[config.mk]
export PLATFORM = sky130hd
export DESIGN_NAME = pack_ctrl
export DESIGN_NICKNAME = d
export VERILOG_FILES = /design/src/rtl/pack_ctrl.sv
export SDC_FILE = /design/constraint.sdc
export NUM_CORES = 1
export LEC_CHECK = 0
export ABC_AREA = 1
export CORE_AREA = 2 2 87 89
export DETAILED_ROUTE_END_ITERATION = 10
export DIE_AREA = 0 0 89 91
export DONT_BUFFER_PORTS = 1
export HOLD_SLACK_MARGIN = 0.1
export SYNTH_ARGS = -nofsm -noshare
export SYNTH_HDL_FRONTEND = slang
export SYNTH_SLANG_ARGS = --single-unit
[constraint.sdc]
create_clock -name clk -period 2.4 [get_ports clk]
set_input_delay 0.6 -clock clk [delete_from_list [all_inputs] [get_ports clk]]
set_output_delay 0.6 -clock clk [all_outputs]
set_load 0.01 [all_outputs]
[src/rtl/pack_ctrl.sv]
// Sequencer that feeds one byte from each PE result port (PE0..PE3, strict order)
// into the shared 4-byte packer and writes each packed word to output SRAM.
module pack_ctrl #(
  parameter int ADDR_W = 8
) (
  input  logic              clk,
  input  logic              rst_n,
  input  logic              start,
  input  logic              abort,
  input  logic [ADDR_W-1:0] num_words,
  input  logic [ADDR_W-1:0] base_addr,
  input  logic [3:0]        pe_valid,
  input  logic [95:0]       pe_data,
  output logic [3:0]        pe_ready,
  output logic              pk_in_valid,
  output logic              pk_clear,
  output logic [23:0]       pk_in_data,
  input  logic [31:0]       pk_out_data,
  output logic              wr_en,
  output logic [ADDR_W-1:0] wr_addr,
  output logic [31:0]       wr_data,
  output logic              busy,
  output logic              done
);

  typedef enum logic [2:0] {
    IDLE,
    CLEAR,
    COLLECT,
    WRITE,
    DONE
  } state_t;

  state_t            state_reg;
  logic [1:0]        slot_reg;
  logic [ADDR_W-1:0] word_cnt_reg;
  logic [ADDR_W-1:0] num_words_reg;
  logic [ADDR_W-1:0] base_addr_reg;

  logic [23:0] pe_word [4];
  logic [3:0]  slot_onehot;

  generate
    for (genvar gi = 0; gi < 4; gi++) begin : g_pe
      assign pe_word[gi]     = pe_data[gi*24 +: 24];
      assign slot_onehot[gi] = (slot_reg == 2'(gi));
    end
  endgenerate

  logic active;
  logic collecting;
  logic accept;
  logic writing;
  logic last_word;

  // abort only has meaning while a job is running
  assign active     = (state_reg != IDLE);
  assign collecting = (state_reg == COLLECT) && !abort;
  assign accept     = collecting && pe_valid[slot_reg];
  assign writing    = (state_reg == WRITE) && !abort;
  assign last_word  = (word_cnt_reg == num_words_reg - ADDR_W'(1));

  // pe_ready depends only on registered state and abort, never on pe_valid
  assign pe_ready    = collecting ? slot_onehot : 4'b0000;
  assign pk_in_valid = accept;
  assign pk_in_data  = accept ? pe_word[slot_reg] : 24'd0;
  assign pk_clear    = (state_reg == CLEAR) || (active && abort);
  assign wr_en       = writing;
  assign wr_addr     = (state_reg == WRITE) ? base_addr_reg + word_cnt_reg : '0;
  assign wr_data     = (state_reg == WRITE) ? pk_out_data : 32'd0;
  assign busy        = active;
  assign done        = (state_reg == DONE) && !abort;

  always_ff @(posedge clk) begin
    if (!rst_n) begin
      state_reg     <= IDLE;
      slot_reg      <= 2'd0;
      word_cnt_reg  <= '0;
      num_words_reg <= '0;
      base_addr_reg <= '0;
    end else if (active && abort) begin
      state_reg    <= IDLE;
      slot_reg     <= 2'd0;
      word_cnt_reg <= '0;
    end else begin
      case (state_reg)
        IDLE: begin
          if (start) begin
            if (num_words != '0) begin
              num_words_reg <= num_words;
              base_addr_reg <= base_addr;
              state_reg     <= CLEAR;
            end else begin
              state_reg <= DONE;
            end
          end
        end
        CLEAR: begin
          slot_reg     <= 2'd0;
          word_cnt_reg <= '0;
          state_reg    <= COLLECT;
        end
        COLLECT: begin
          if (pe_valid[slot_reg]) begin
            slot_reg <= slot_reg + 2'd1;
            if (slot_reg == 2'd3) begin
              state_reg <= WRITE;
            end
          end
        end
        WRITE: begin
          if (last_word) begin
            state_reg <= DONE;
          end else begin
            word_cnt_reg <= word_cnt_reg + ADDR_W'(1);
            state_reg    <= COLLECT;
          end
        end
        DONE: begin
          state_reg <= IDLE;
        end
        default: begin
          state_reg <= IDLE;
        end
      endcase
    end
  end

endmodule

==> metrics.txt <==
outcome=finished, violations left; violated checks=setup timing; clk sinks=29; Yosys warnings=0; DRT Wirelength=11100 µm; Design Area, Final=0.00357 mm²; crit path DAT=1.83 ns; crit path max fanout=2; largest stage delay on the critical path=0.35 ns; syn_nets=726; Peak supply drop=0.000513 V; largest net degree at the start of global routing=52; Cells after Synth=560; period utilization=1.01; crit path from=word_cnt_reg[0]; combinational family with the most area after synthesis=simple AND/OR/NAND/NOR gates; mux cell area share after synthesis=0; core area=0.00714 mm²; RR Startpoint=num_words_reg[0]; final setup skew=0.00707 ns; Slew @ Worst Pin=0.595 ns; met3 usage=0.135; Slowest cell on crit path=fa_2; Max Slew Vio Count=0; GPL Wtd Cong=0.862; Initial Util=0.438; post-synthesis simple-gate area fraction=0.347; nets@finish=729; xor/xnor share of the synthesized area=0.0336; FMAX=0.411 GHz; Final Critical Period=2.43 ns; RSZ-0062 raised after global routing=true; Initial DRC Count=147; HP Start=rst_n; Max-Cap Viols=0; worst hold margin=0.442 ns; GRT met1 Usage=0.313; crit path buf inv count=0; synth unique cells=33; PD cells=829 mW/mm²; gr busiest metal=met2; initial antenna violation count=0; CTS clk-pin slew, worst paths=0.07 ns; # port buffers=0; Top Family by Delay on Critical Path=adder cells; Fin. Hold Viols=0; hold_buf cts=0; worst skew pair latency=0.29 ns; crit path capture type=output port; post-synthesis compound-gate area fraction=0.234; Netlist Area Pre-Place=0.00313 mm²; worst slack, placed=0.133 ns; Area after DPL=0.00323 mm²; vias per cell=5.39; hpwl dp=8730 µm; GR Util All Layers=0.245; met2 Use GR=0.363; share of layout cells above drive strength 1=0.174; vias in the first global route=3036; antenna cell count=0; post-synthesis sequential area ratio=0.186; Finish-stage setup viols=1; critical-path cell list=ha_4 -> fa_2 -> nand3_2 -> nand3_2 -> nand2_1 -> nand2_1 -> a21oi_2 -> xor2_1 -> nor2_2; P_leak=1.55 nW; hold crit path type=input port to flop; CTS Buf Count=5; First-pass DRT Iterations=5; number of H-tree levels=2; CTS tree=built; synthesized area per cell=5.58 µm²; Filler Cell Count=784; worst-case clock buffer depth=2; Yosys reg bits=29; final worst slack=-0.0304 ns; via count=3572; DRC=0; Req. time, crit path=1.80 ns; Crit Path Class=flop to output port; antenna-violating nets left=0; I/O pins=225; root buf cell=clkbuf_8; area grow syn2layout=14.3%; die area=0.00810 mm²; Worst setup SP type=flop; Power Total=2.96 mW; die height=91 µm; Wirelength per Cell=16.7 µm; post-synthesis adder-cell area fraction=0.0584; row count=31; relative slew slack=0.603; first-pass GRT wire length=15400 µm; Congestion Overflow GR=0; Die W=89 µm
[final timing paths]
path,to,slack [ns],depth (start not counted)
worst max register to register,state_reg[1],0.52,14
worst max-delay path,wr_addr[6],-0.03,9
worst min register to register,base_addr_reg[4],0.45,2
worst min-delay path,base_addr_reg[0],0.44,2
[power by group]
group / internal [mW] / switching [mW]
logic: 0.576 / 1.14
registers: 0.593 / 0.128
clock network: 0.310 / 0.211
[per-stage QoR]
step / util / cells / setup TNS [ns]
after floorplan: - / 560 / 0
after global placement: 0.452 / 647 / 0
after detailed placement: 0.452 / 647 / 0
after CTS: 0.477 / 657 / -0.0332
after global routing: 0.501 / 663 / -0.107
final: 0.501 / 663 / -0.0304
[synthesized netlist by cell type]
cell type / number / area [µm²]
nor2_1: 161 / 604
o21ai_0: 70 / 350
inv_1: 68 / 255
a21oi_1: 59 / 295
nand2_1: 48 / 180
dfxtp_1: 29 / 581
nand3_1: 22 / 110
clkbuf_1: 15 / 56.3
ha_1: 13 / 163
o21ai_1: 11 / 55.1
inv_2: 10 / 37.5
buf_2: 8 / 40.0
xor2_1: 8 / 70.1
buf_6: 4 / 45.0
nor4_1: 4 / 25.0
xnor2_1: 4 / 35.0
nand2_2: 3 / 18.8
nor3_1: 3 / 15.0
nand2_4: 2 / 22.5
nor2_2: 2 / 12.5
nor2_4: 2 / 22.5
nor3_4: 2 / 32.5
nor3b_1: 2 / 15.0
a211oi_1: 1 / 7.51
clkbuf_2: 1 / 5.00
clkinv_1: 1 / 3.75
fa_1: 1 / 20.0
nand3_2: 1 / 10.0
nand4_1: 1 / 6.26
nor3_2: 1 / 10.0
o21bai_1: 1 / 7.51
o22a_1: 1 / 8.76
o22ai_1: 1 / 6.26
[cell usage in the layout, fill, tap and decap left out, drive strengths merged]
master	Yosys	final
a211oi	1	1
clkinv	1	2
buf	12	24
nor3b	2	2
nor2	165	165
xnor2	4	4
clkbuf	16	5
nand2	53	53
xor2	8	8
ha	13	13
nand4	1	1
bufinv	0	1
a21oi	59	59
dfxtp	29	29
clkinvlp	0	1
o22a	1	1
nand3	23	23
o21bai	1	1
o22ai	1	1
inv	78	78
fa	1	1
o21ai	81	81
nor4	4	4
nor3	6	6
[kinds of logic (layout without fill, tap and decap cells)]
group / Yosys count / after routing
simple gates: 254 / 254
flops: 29 / 29
xor+xnor: 12 / 12
fa+ha+maj: 14 / 14
compound gates: 144 / 144
buf+inv: 107 / 111
[worst reg2reg max path, stage by stage, from the launching register on]
cell	delay (ns)
dfxtp_1	0.40
inv_2	0.10
ha_1	0.26
inv_1	0.07
nand2_1	0.06
nand2_1	0.06
nand2_1	0.04
nand2_1	0.05
nand3_1	0.07
nor2_1	0.15
nand2_2	0.10
nand2_4	0.13
nand2_4	0.10
o21ai_1	0.14
inv_1	0.05
[timing repair]
| item | CTS | global route |
|---|---|---|
| setup endpoints to repair | 3 | 29 |
| pin swaps | 6 | 8 |
| cloned | 0 | 0 |
| setup buffers | 2 | 6 |
| resized for setup | 13 | 35 |
[final cells by class]
type | instances | area [µm²] | share of cell area
Sequential cell | 29 | 592 | 0.166
Clock inverter | 3 | 46.3 | 0.0130
Tap cell | 99 | 124 | 0.0347
Inverter | 79 | 302 | 0.0844
Multi-Input combinational cell | 424 | 2260 | 0.633
Clock buffer | 5 | 68.8 | 0.0193
Timing Repair Buffer | 24 | 180 | 0.0504
[routing by layer]
layer | vias to the layer above | share of wire
li1 | 1789 | -
met1 | 1602 | 0.41
met2 | 169 | 0.44
met3 | 10 | 0.14
met4 | 2 | 0.0087
met5 | - | 0.0059
(Power assumes the default switching activity.)
